$ cat src/rtl/inst_encode_loader.sv
// inst_encode_loader: packs assembled instruction fields into 32-bit words and
// streams them into instruction memory at consecutive (wrapping) addresses
// starting from a programmed base. One registered stage between the accepted
// field set and the memory write strobe.
module inst_encode_loader #(
    parameter int ADDR_W = 8
) (
    input  logic              clk,
    input  logic              rst_n,
    input  logic              start,
    input  logic [ADDR_W-1:0] base_addr,
    input  logic [ADDR_W:0]   load_len,
    input  logic              in_valid,
    output logic              in_ready,
    input  logic [4:0]        mnem,
    input  logic [4:0]        rs,
    input  logic [4:0]        rt,
    input  logic [4:0]        rd,
    input  logic [4:0]        shamt,
    input  logic [15:0]       imm,
    input  logic [25:0]       target,
    output logic              mem_we,
    output logic [ADDR_W-1:0] mem_addr,
    output logic [31:0]       mem_wdata,
    output logic              busy,
    output logic              done,
    output logic              err
);

    typedef enum logic [1:0] {
        ST_IDLE  = 2'd0,
        ST_LOAD  = 2'd1,
        ST_FLUSH = 2'd2,
        ST_DONE  = 2'd3
    } state_t;

    typedef enum logic [1:0] {
        FMT_R  = 2'd0,
        FMT_I  = 2'd1,
        FMT_J  = 2'd2,
        FMT_JR = 2'd3
    } fmt_t;

    // Returns {illegal, word}; illegal mnemonics encode to an all-zero word.
    function automatic logic [32:0] encode_fields(
        input logic [4:0]  m,
        input logic [4:0]  f_rs,
        input logic [4:0]  f_rt,
        input logic [4:0]  f_rd,
        input logic [4:0]  f_sh,
        input logic [15:0] f_imm,
        input logic [25:0] f_tgt
    );
        logic [5:0]  code;
        fmt_t        fmt;
        logic [4:0]  rs_eff;
        logic        illegal;
        logic [31:0] word;
        code    = 6'd0;
        fmt     = FMT_R;
        rs_eff  = f_rs;
        illegal = 1'b0;
        case (m)
            5'd0:  code = 6'b100000;
            5'd1:  code = 6'b100010;
            5'd2:  code = 6'b100001;
            5'd3:  code = 6'b100011;
            5'd4:  code = 6'b100100;
            5'd5:  code = 6'b100101;
            5'd6:  begin code = 6'b000000; rs_eff = 5'd0; end
            5'd7:  begin code = 6'b000010; rs_eff = 5'd0; end
            5'd8:  code = 6'b101010;
            5'd9:  begin code = 6'b001000; fmt = FMT_I; end
            5'd10: begin code = 6'b001001; fmt = FMT_I; end
            5'd11: begin code = 6'b001100; fmt = FMT_I; end
            5'd12: begin code = 6'b001101; fmt = FMT_I; end
            5'd13: begin code = 6'b100011; fmt = FMT_I; end
            5'd14: begin code = 6'b101011; fmt = FMT_I; end
            5'd15: begin code = 6'b000100; fmt = FMT_I; end
            5'd16: begin code = 6'b000101; fmt = FMT_I; end
            5'd17: begin code = 6'b000111; fmt = FMT_I; end
            5'd18: begin code = 6'b000110; fmt = FMT_I; end
            5'd19: begin code = 6'b001010; fmt = FMT_I; end
            5'd20: begin code = 6'b000010; fmt = FMT_J; end
            5'd21: begin code = 6'b000011; fmt = FMT_J; end
            5'd22: begin code = 6'b001000; fmt = FMT_JR; end
            default: illegal = 1'b1;
        endcase
        case (fmt)
            FMT_R:   word = {6'b000000, rs_eff, f_rt, f_rd, f_sh, code};
            FMT_I:   word = {code, f_rs, f_rt, f_imm};
            FMT_J:   word = {code, f_tgt};
            FMT_JR:  word = {6'b000000, f_rs, 15'd0, code};
            default: word = 32'd0;
        endcase
        if (illegal) begin
            word = 32'd0;
        end else begin
            word = word;
        end
        return {illegal, word};
    endfunction

    state_t              state_q;
    logic [ADDR_W-1:0]   addr_q;
    logic [ADDR_W:0]     remain_q;
    logic                in_ready_q;
    logic                mem_we_q;
    logic [ADDR_W-1:0]   mem_addr_q;
    logic [31:0]         mem_wdata_q;
    logic                busy_q;
    logic                done_q;
    logic                err_q;
    logic [32:0]         enc_d;

    // Encode the field set currently presented on the input port.
    always_comb begin
        enc_d = encode_fields(mnem, rs, rt, rd, shamt, imm, target);
    end

    // Session FSM with all outputs registered.
    always_ff @(posedge clk or negedge rst_n) begin
        if (!rst_n) begin
            state_q     <= ST_IDLE;
            addr_q      <= '0;
            remain_q    <= '0;
            in_ready_q  <= 1'b0;
            mem_we_q    <= 1'b0;
            mem_addr_q  <= '0;
            mem_wdata_q <= 32'd0;
            busy_q      <= 1'b0;
            done_q      <= 1'b0;
            err_q       <= 1'b0;
        end else begin
            case (state_q)
                ST_IDLE: begin
                    mem_we_q <= 1'b0;
                    done_q   <= 1'b0;
                    if (start) begin
                        addr_q   <= base_addr;
                        remain_q <= load_len;
                        err_q    <= 1'b0;
                        if (load_len == '0) begin
                            state_q <= ST_DONE;
                            done_q  <= 1'b1;
                        end else begin
                            state_q    <= ST_LOAD;
                            in_ready_q <= 1'b1;
                            busy_q     <= 1'b1;
                        end
                    end
                end
                ST_LOAD: begin
                    if (in_valid && in_ready_q) begin
                        mem_we_q    <= 1'b1;
                        mem_addr_q  <= addr_q;
                        mem_wdata_q <= enc_d[31:0];
                        addr_q      <= addr_q + ADDR_W'(1);
                        remain_q    <= remain_q - (ADDR_W+1)'(1);
                        if (enc_d[32]) begin
                            err_q <= 1'b1;
                        end
                        // Last word of the session: stop accepting, drain.
                        if (remain_q == (ADDR_W+1)'(1)) begin
                            state_q    <= ST_FLUSH;
                            in_ready_q <= 1'b0;
                        end
                    end else begin
                        mem_we_q <= 1'b0;
                    end
                end
                ST_FLUSH: begin
                    mem_we_q <= 1'b0;
                    busy_q   <= 1'b0;
                    done_q   <= 1'b1;
                    state_q  <= ST_DONE;
                end
                ST_DONE: begin
                    mem_we_q <= 1'b0;
                    done_q   <= 1'b0;
                    state_q  <= ST_IDLE;
                end
                default: begin
                    state_q    <= ST_IDLE;
                    in_ready_q <= 1'b0;
                    mem_we_q   <= 1'b0;
                    busy_q     <= 1'b0;
                    done_q     <= 1'b0;
                end
            endcase
        end
    end

    assign in_ready  = in_ready_q;
    assign mem_we    = mem_we_q;
    assign mem_addr  = mem_addr_q;
    assign mem_wdata = mem_wdata_q;
    assign busy      = busy_q;
    assign done      = done_q;
    assign err       = err_q;

endmodule

$ cat config.mk
export PLATFORM = sky130hd
export DESIGN_NAME = inst_encode_loader
export DESIGN_NICKNAME = d
export VERILOG_FILES = /design/src/rtl/inst_encode_loader.sv
export SDC_FILE = /design/constraint.sdc
export NUM_CORES = 1
export LEC_CHECK = 0
export ABC_AREA = 1
export CAP_MARGIN = 20
export CORE_MARGIN = 3
export CORE_UTILIZATION = 49
export CTS_CLUSTER_SIZE = 28
export DETAILED_ROUTE_END_ITERATION = 8
export PLACE_DENSITY = 0.93
export REMOVE_ABC_BUFFERS = 1
export SYNTH_ARGS = -nofsm -noshare
export SYNTH_HDL_FRONTEND = slang
export SYNTH_SLANG_ARGS = --single-unit
$ cat constraint.sdc
create_clock -name clk -period 3.3 [get_ports clk]
set_clock_uncertainty 0.2 [all_clocks]
set_input_delay 0.66 -clock clk [delete_from_list [all_inputs] [get_ports clk]]
set_output_delay 0.66 -clock clk [all_outputs]
set_load 0.005 [all_outputs]
---- Yosys cells after proc, flatten, opt, wreduce, memory -nomap -nowiden ----
Cells that the tools add are included.
cells by class
  muxes and demuxes ....................... 31
  reductions and logical operators ........ 22
  add/sub/neg operators ................... 2
  equality and inequality tests ........... 34
operator list
  kind                                                 number
  case mux 32 bit (4 select lines)                     1
  case mux 6 bit (19 select lines)                     1
  equality test 5 x 4 -> 1 bit, second input constant  8
  equality test 5 bit, second input constant           7
  2-to-1 mux 32 bit                                    1
  OR reduction 23 bit                                  1
  equality test 5 x 3 -> 1 bit, second input constant  4
  2-to-1 mux 9 bit                                     2
  case mux 9 bit (2 select lines)                      1
  2-to-1 mux 8 bit                                     2
  case mux 8 bit (2 select lines)                      1
  OR reduction 11 bit                                  1
  equality test 5 x 2 -> 1 bit, second input constant  2
  2-to-1 mux 1 bit                                     10
  inequality test 2 bit, second input constant         5
  OR reduction 2 bit                                   5
  equality test 9 x 1 -> 1 bit, second input constant  1
  zero test 9 bit                                      1
  AND reduction 3 bit                                  3
  subtractor 9 x 1 -> 9 bit, second input constant     1
  adder 8 x 1 -> 8 bit, second input constant          1
  equality test 2 bit, second input constant           4
  2-to-1 mux 2 bit                                     4
  case mux 1 bit (2 select lines)                      4
  other kinds (15)                                     18
word-level totals
  word-level logic and storage cells ...... 99
  output and inout port bits .............. 45
  register bits ........................... 64
  input port bits ......................... 88

---- Longest topological paths before layout ----
Gate-level depths: netlist of the first run.
  depth after elaboration ................. 6
  depth in mapped cells ................... 12
  gate-level depth less buffers ........... 11

---- Worst setup path after synthesis of the first run ----
Ideal clock, no wire load.
  path kind ............................... input-to-reg
  from .................................... in mnem[1]
  to ...................................... reg mem_wdata_q[10] (netlist: mem_wdata[10])
  slack ................................... 1.277 ns
  cell stages on the path ................. 11
  buffers on the path ..................... 1
  arrival ................................. 1.707 ns
  setup time .............................. 0.116 ns
  data required time ...................... 2.984 ns
  cells stage by stage .................... buf_4 -> inv_2 -> nor2_1 -> nand3_1 -> nand2_1 -> nor2_2 -> nand4_1 -> nand2_2 -> nand2_1 -> nand2_1 -> nand2_1
between the ends
  word-level cells in the longest chain between the ends .. 6
  elaborated cells between the ends (all ways) .. 33
  classes of those cells .................. 25 x eq/ne; 3 x mux; 5 x reduce/logical
ends and longest elaborated chain
  item                                                                        line  RTL
  from (decl)                                                                 15    input logic [4:0] mnem,
  equality test 5 bit / equality test 5 x 4 -> 1 bit (equally long branches)  63    case (m)
  OR reduction 11 bit (no line) / OR reduction 2 bit (equally long branches)  n/a
  case mux 2 bit (3 select lines)                                             63
  equality test 2 bit, or another cell as far along                           89    case (fmt)
  case mux 32 bit (4 select lines)                                            89
  2-to-1 mux 32 bit *                                                         96    if (illegal) begin
  to (signal assigned)                                                        157   mem_wdata_q <= enc_d[31:0];
  to (decl)                                                                   110   logic [31:0] mem_wdata_q;
Every way passes the cells marked *; elsewhere a longest branch is shown, timed or not.
A chain may end at the register's enable or synchronous reset.

---- Worst setup path after layout of the first run ----
  from .................................... in mnem[4]
  to ...................................... reg mem_wdata_q[29] (netlist: mem_wdata[29])
The elaborated chain is that of the path after synthesis.

==> results of run 1 <==
-- worst min-delay path by stage --
stage / from / cells after the start / slack [ns] / to
finish: rst_n / 2 / 0.27 / mem_addr[4]
global route: mem_wdata[22] / 1 / 0.31 / mem_wdata[22]
CTS: mem_wdata[10] / 2 / 0.29 / mem_wdata[10]
detailed placement: mem_wdata[10] / 2 / 0.27 / mem_wdata[10]
global placement: mem_wdata[11] / 2 / 0.26 / mem_wdata[11]
floorplan: rst_n / 0 / 0.16 / addr_q[0]
-- area by class of cell --
| type | instances | area [um^2] | area share |
|---|---|---|---|
| clock buffer | 9 | 123.9 | 0.02317 |
| inverter | 43 | 163.9 | 0.03066 |
| tap | 99 | 123.9 | 0.02317 |
| multi-input combinational | 391 | 1889 | 0.3534 |
| timing repair buffer | 142 | 1389 | 0.2598 |
| sequential | 63 | 1577 | 0.2949 |
| clock inverter | 7 | 80.08 | 0.01498 |
-- metrics by stage --
step | hold WS, ns | instances | setup slack, ns | instance area [um^2] | util
global placement | 0.2634 | 738 | 0.3360 | 5142 | 0.7015
detailed placement | 0.2673 | 738 | 0.2829 | 5142 | 0.7015
global route | 0.3065 | 754 | 0.4262 | 5346 | 0.7293
finish | 0.2713 | 754 | 0.5977 | 5346 | 0.7293
CTS | 0.2873 | 754 | 0.6417 | 5346 | 0.7293
floorplan | 0.1644 | 497 | 0.6721 | 3630 | -
-- cells in the final DEF, fill, tap and decap left out, types with 7 or more instances in the layout --
cell type and instances:
nand2_1 187, clkdlybuf4s50_1 130, dfrtp_1 63, nor2_1 45, o21ai_0 39, inv_1 35
nand3_1 27, a21oi_1 15, buf_4 11, clkbuf_8 9, o21ai_1 7
-- power by group --
part	switching (W)	internal (W)
Clock	0.000340	0.000356
Combinational	0.000978	0.000912
Sequential	0.000242	0.00113
-- cells by family (layout without fill, tap and decap cells) --
family / count (synthesis) / after routing / share of synthesized area
AND/OR/NAND/NOR: 291 / 291 / 0.3352
adder cells (fa/ha/maj): 6 / 6 / 0.02013
other: 1 / 1 / 0.001006
flip-flops: 63 / 63 / 0.4228
buffers and inverters: 60 / 201 / 0.07047
XOR/XNOR: 5 / 5 / 0.01174
AO/OA/AOI/OAI: 88 / 88 / 0.1386
-- registers in the layout (all words and copies together), names as in the netlist --
name and count:
remain_q 9, in_ready 1, done 1, err 1, addr_q 8, state_q 2
busy 1, mem_wdata 31, mem_addr 8, mem_we 1
-- per-layer routing --
layer  wire length [um]  GRT usage
met5                  0          0
met4                301     0.1160
met3                849    0.04988
met2               5872     0.4663
met1               4849     0.3321
==> reports/metrics.yaml, run 1 <==
status:
  outcome: "completed"
clock_network:
  clk_path_buf_depth: 2
  root_buffer: "clkbuf_8"
  clk_latency_ns: 0.35
  post_cts_buffers: 0
  cts.clk_slew.worst_paths_ns: 0.08
  clock_sinks: 63
  cts_tree: "yes"
  htreeDepth: 3
  cts_buffers: 9
  cts_resized: 0
  cts_hold_buf: 0
setup_path:
  r2r-end: "remain_q[7]"
  startpoint: "mnem[4]"
  worstPathMaxFanout: 16
  rrSetupSlack_ns: 0.94
  critical_path.endpoint: "mem_wdata[29]"
  start_kind: "primary input"
  critPathTopFamily: "simple AND/OR/NAND/NOR gates"
  timing.reg2reg.worst_path_depth: 10
  endpoint_kind: "flop"
  worstPathRequired_ns: 3.32
  critPathKind: "primary input to flop"
  crit_top_cell: "nand2_1"
  crit_arrival_ns: 2.73
  critPathMaxStageDelay_ns: 0.82
  path_buf_inv: 1
  crit_cells: 10
  r2r-start: "state_q[1]"
  path_cells: "clkdlybuf4s50_1 -> nor2_1 -> nand3_1 -> nand2_1 -> nor2_2 -> nand3_4 -> nor2_4 -> nor2_1 -> nand2_1 -> nand2_1"
  worst_path_max_delay_cell: "clkdlybuf4s50_1"
job:
  max_cap_violations: 0
synthesis:
  yosysSeqAreaShare: 0.4228
  synthTopCellsByArea: "dfrtp_1 (42%), nand2_1 (19%), o21ai_0 (5.2%)"
  synth_common_cells: "nand2_1 (187), dfrtp_1 (63), nor2_1 (45), o21ai_0 (39), inv_1 (35)"
  synth-seq-cells: 63
  syn_area_um2: 3729
  synthesis.instances: 514
  synth.distinct_cells: 43
  synth.avg_cell_area_um2: 7.254
  synth-edff-count: 0
  ys_warn_count: 0
  synthArstFlopShare: 1.000
  ys.flop_type: "dfrtp_1"
  synth_top_area_share: 0.4228
  synth_most_common_cell: "nand2_1"
  synth_largest_area_cell: "dfrtp_1"
die:
  die-area_um2: 8692
  fp-row-count: 31
  io_pins: 133
  core_um2: 7331
  die_x_um: 93.23
  die_y_um: 93.23
  start_util: 0.5086
drt:
  antenna_left: 0
  viasPerCell: 5.402
  routed_wl_mm: 11.87
  drc: 0
  firstDrtPassIters: 4
  routed-via-count: 4073
  wire_per_inst_um: 15.75
  drtIter0Drc: 148
final_layout:
  num-nets-final: 744
  drive_above_1_share: 0.08244
  antenna_cells: 0
  fillers: 559
  area_growth_pct: 43.39
sta:
  worst_pin_slew_ns: 0.7861
  rsz0062_at_grt: "false"
  setup_violations: 0
  tns_ns: 0
  slew_headroom: 0.4759
  final.min_clock_period_ns: 2.702
  final.period_utilization: 0.8189
  fmax_mhz: 370.1
  hold_violations: 0
  drv_slew: 0
power:
  ir_worst_vdd_v: 0.0004822
  leakage_nw: 2.569
  power_w: 0.003958
  powerDensity_nw_per_um2: 740.4
global_route:
  grt_start_max_net_pins: 64
  grt_overflow: 0
  grt_pass1_wl_mm: 18.78
  grt_pass1_vias: 4046
  antenna_found_initial: 0
  grt_use_total: 0.2712
placement:
  hpwlAfterDp_mm: 8.990
  place.gp.congestion: 0.9084
  port_buffers: 131
worst_hold_path:
  hp-class: "primary input to asynchronous set/reset pin"
(Power assumes the default switching activity.)
==> run 2: changes to the inputs <==
CORE_UTILIZATION = 46   (was 49)
PLACE_DENSITY = 0.89   (was 0.93)
clock period = 2.6 ns   (was 3.3 ns; I/O delays follow)
==> run 2 against run 1 <==
Against the previous run: total power rose by 26%; clock-buffer cell count rose by 3; cell area rose by 3.8%; register-to-register slack got worse by 0.66 ns; critical path depth did not move; combinational power rose by 27%; setup slack got worse by 0.34 ns; clock power rose by 23%; critical path type unchanged; critical endpoint is now mem_wdata[12].
==> reports/metrics.yaml, run 2 (synthesis results as in run 1) <==
status:
  outcome: "completed"
global_route:
  grt_pass1_vias: 4052
  use_met1: 0.3285
  grt_pass1_wl_mm: 18.93
  globalRouteMet3Util: 0.05864
  grt_use_total: 0.2654
  grt_start_max_net_pins: 27
  grt_overflow: 0
  antenna_found_initial: 0
  global_route.usage.met2: 0.4514
  grt-busiest-layer: "met2"
die:
  core_um2: 7807
  fp-row-count: 32
  die_y_um: 96.03
  die-area_um2: 9222
  start_util: 0.4776
  io_pins: 133
  die_x_um: 96.03
setup_path:
  worstPathMaxFanout: 10
  rrSetupSlack_ns: 0.28
  worstPathRequired_ns: 2.62
  start_kind: "primary input"
  crit_arrival_ns: 2.37
  endpoint_kind: "flop"
  critPathKind: "primary input to flop"
power:
  ir_worst_vdd_v: 0.0006168
  leakage_nw: 2.695
  powerDensity_nw_per_um2: 897.6
placement:
  dp.cells: 764
  place.gp.congestion: 0.9438
  port_buffers: 131
  hpwlAfterDp_mm: 9.254
  place_ws_ns: -0.08142
clock_network:
  clock_sinks: 63
  cts.clk_slew.worst_paths_ns: 0.06
  cts_buffers: 9
  htreeDepth: 3
  root_buffer: "clkbuf_8"
  cts_tree: "yes"
  cts_hold_buf: 1
  cts_resized: 0
  clk_latency_ns: 0.34
  clk_path_buf_depth: 2
  post_cts_buffers: 0
final_layout:
  num-nets-final: 768
  final_common_cell: "nand2_1"
  antenna_cells: 0
  mostFrequentLayoutCells: "nand2_1 (187), clkdlybuf4s50_1 (130), dfrtp_1 (63)"
  fin_util: 0.7111
  drive_above_1_share: 0.1106
  fillers: 653
  area_growth_pct: 48.89
  layoutNonFillerInstCount: 780
  largest_reg_flops: 31
sta:
  final.period_utilization: 0.9020
  tns_ns: 0
  hold_violations: 0
  final.min_clock_period_ns: 2.345
  setup_violations: 0
  drv_slew: 0
  worst_slack_ns: 0.2548
  fmax_mhz: 426.4
  rsz0062_at_grt: "false"
drt:
  firstDrtPassIters: 5
  wire_per_inst_um: 15.16
  routed_wl_mm: 11.83
  drtIter0Drc: 190
  routed-via-count: 4135
  viasPerCell: 5.301
  drc: 0
  antenna_left: 0
job:
  max_cap_violations: 0
worst_hold_path:
  hp-class: "flop to flop"
-- run 2: cell type report --
class / count / area (um^2) / share of cell area
multi-input combinational: 391 / 1889 / 0.3403
timing repair buffer: 166 / 1597 / 0.2876
sequential: 63 / 1577 / 0.2840
inverter: 43 / 163.9 / 0.02952
clock buffer: 12 / 155.1 / 0.02795
tap: 102 / 127.6 / 0.02299
clock inverter: 3 / 42.54 / 0.007663
-- run 2: path summary, 6_finish.rpt --
check,startpoint,to,depth (start not counted)
worst max register to register,state_q[1],remain_q[7],10
worst max-delay path,mnem[4],mem_wdata[12],10
min in group asynchronous,rst_n,mem_addr[4],2
worst min-delay path,mem_wdata[7],mem_wdata[7],2
worst min register to register,mem_wdata[7],mem_wdata[7],2
max in group asynchronous,rst_n,mem_wdata[7],3
-- run 2: metrics by stage --
step | power, W | instance area (um^2) | hold slack (ns)
floorplan | 0.002894 | 3630 | 0.02441
global placement | 0.004014 | 5344 | 0.2607
detailed placement | 0.004127 | 5344 | 0.2636
CTS | 0.005005 | 5552 | 0.2798
global route | 0.005388 | 5552 | 0.2997
finish | 0.004983 | 5552 | 0.2787
-- run 2: per-layer routing --
metal,routed length [um],vias up
met3,955,23
met2,5807,165
met4,205,0
met1,4859,1956
met5,0,-
li1,-,1991
-- run 2: where the power goes --
group / internal (W) / total (W) / switching (W)
sequential: 0.00144 / 0.00172 / 0.000287
combinational: 0.00119 / 0.00240 / 0.00122
clock: 0.000489 / 0.000856 / 0.000367
total: 0.00311 / 0.00498 / 0.00187
-- run 2: critical path: stages --
cell and delay, ns:
clkdlybuf4s50_1 0.66, nor2_1 0.11, nand3_1 0.19, nand2_1 0.09, nor2_2 0.15, nand4_1 0.20
nand2_2 0.24, nand2_1 0.08, nand2_1 0.08, nand2_1 0.05
==> run 3: changes to the inputs <==
RECOVER_POWER = 25   (was not set)
==> run 3 against run 2 <==
Against the previous run: clock-buffer cell count is the same; critical path type unchanged; cell count is the same; largest power group unchanged; global-route usage unchanged.
==> reports/metrics.yaml, run 3 (synthesis results as in run 1) <==
clock_network:
  post_cts_buffers: 0
  cts_tree: "yes"
  cts.clk_slew.worst_paths_ns: 0.07
  clk_latency_ns: 0.34
  clk_path_buf_depth: 2
  htreeDepth: 3
  cts_buffers: 9
  clock_sinks: 63
  root_buffer: "clkbuf_8"
status:
  outcome: "completed"
setup_path:
  r2r-end: "remain_q[7]"
  path_cells: "clkdlybuf4s50_1 -> nor2_1 -> o211ai_1 -> nand3_4 -> nor2_4 -> nor2_1 -> nand2_1 -> nand2_1"
  rrSetupSlack_ns: 0.27
  crit_arrival_ns: 2.43
  worstPathMaxFanout: 16
  worst_path_max_delay_cell: "clkdlybuf4s50_1"
  r2r-start: "state_q[1]"
  start_kind: "primary input"
  worstPathRequired_ns: 2.68
  critPathKind: "primary input to flop"
  timing.reg2reg.worst_path_depth: 10
  endpoint_kind: "flop"
  critPathMaxStageDelay_ns: 0.51
die:
  die-area_um2: 9222
  fp-row-count: 32
  io_pins: 133
  die_x_um: 96.03
  start_util: 0.4776
  core_um2: 7807
  die_y_um: 96.03
placement:
  port_buffers: 131
  hpwlAfterDp_mm: 9.254
  place.gp.congestion: 0.9438
  placed_cell_area_um2: 5344
sta:
  drv_slew: 0
  hold_slack_ns: 0.2788
  worst_pin_slew_ns: 0.9699
  final.period_utilization: 0.9040
  slew_headroom: 0.3534
  rsz0062_at_grt: "false"
  setup_violations: 0
  hold_violations: 0
  final.min_clock_period_ns: 2.350
  tns_ns: 0
  fmax_mhz: 425.5
global_route:
  grt_overflow: 0
  grt_use_total: 0.2654
  grt_pass1_vias: 4052
  grt_pass1_wl_mm: 18.93
  antenna_found_initial: 0
  grt_start_max_net_pins: 27
final_layout:
  design_area_um2: 5540
  final_common_cell: "nand2_1"
  num-nets-final: 768
  drive_above_1_share: 0.1077
  mostFrequentLayoutCells: "nand2_1 (187), clkdlybuf4s50_1 (130), dfrtp_1 (63)"
  antenna_cells: 0
  area_growth_pct: 48.59
  largest_reg_flops: 31
drt:
  viasPerCell: 5.273
  drc: 0
  drtIter0Drc: 192
  routed-via-count: 4113
  antenna_left: 0
  wire_per_inst_um: 15.10
  firstDrtPassIters: 5
  routed_wl_mm: 11.78
power:
  powerDensity_nw_per_um2: 898.0
  leakage_nw: 2.690
  ir_worst_vdd_v: 0.0006144
worst_hold_path:
  min_from: "mem_wdata[7]"
  min_to: "mem_wdata[7]"
  holdPathStages: 2
  hp-class: "flop to flop"
job:
  max_cap_violations: 0
==> run 3: cell count changes in the layout (fill, tap and decap cells not counted) <==
cell / delta
nor3_2: -1
clkbuf_1: +1
clkbuf_2: +2
nor3_1: +1
buf_2: -1
buf_4: -2
==> run 3: stage by stage <==
stage / utilization / setup WS (ns) / cells / total power, W
floorplan: - / -0.02786 / 497 / 0.002894
global placement: 0.6845 / -0.02592 / 764 / 0.004014
detailed placement: 0.6845 / -0.08142 / 764 / 0.004127
CTS: 0.7111 / 0.2815 / 780 / 0.005005
global route: 0.7096 / 0.03749 / 780 / 0.005383
finish: 0.7096 / 0.2496 / 780 / 0.004975
==> run 3: worst max-delay path by stage <==
stage / startpoint / end / slack, ns / depth (start not counted)
finish: mnem[3] / mem_wdata[27] / 0.25 / 8
CTS: mnem[1] / mem_wdata[13] / 0.28 / 10
detailed placement: mnem[1] / mem_wdata[11] / -0.08 / 10
global route: rst_n / mem_wdata[7] / 0.04 / 3
global placement: mnem[4] / mem_wdata[11] / -0.03 / 10
floorplan: state_q[1] / remain_q[7] / -0.03 / 8
==> run 3: repair_timing <==
action / in CTS / in global routing
endpoints found under the hold margin: 17 / 0
hold buffers: 1 / 0
resized for setup: 0 / 0
==> run 3: final cells by class <==
type	instances	area, um^2
clock buffers	12	155.1
clock inverters	3	42.54
fillers	656	2267
inverters	43	163.9
multi-input cells	391	1884
flip-flops and latches	63	1577
well taps	102	127.6
repair buffers	166	1590
==> run 3: critical path: cells and delay by family <==
kind	cells	cell delay, ns
buffers and inverters	1	0.51
and+or+nand+nor	6	1.13
AOI/OAI and AO/OA	1	0.26
==> run 3: layer usage <==
layer	up-vias	share of wire	global-route usage
met5	-	0	0
met4	0	0.017	0.09834
met3	21	0.082	0.05864
met2	165	0.49	0.4514
met1	1939	0.41	0.3285
li1	1988	-	-
==> run 3: power breakdown <==
part           switching (W)  internal [W]
combinational        0.00121       0.00119
sequential          0.000285       0.00143
clock               0.000371      0.000489
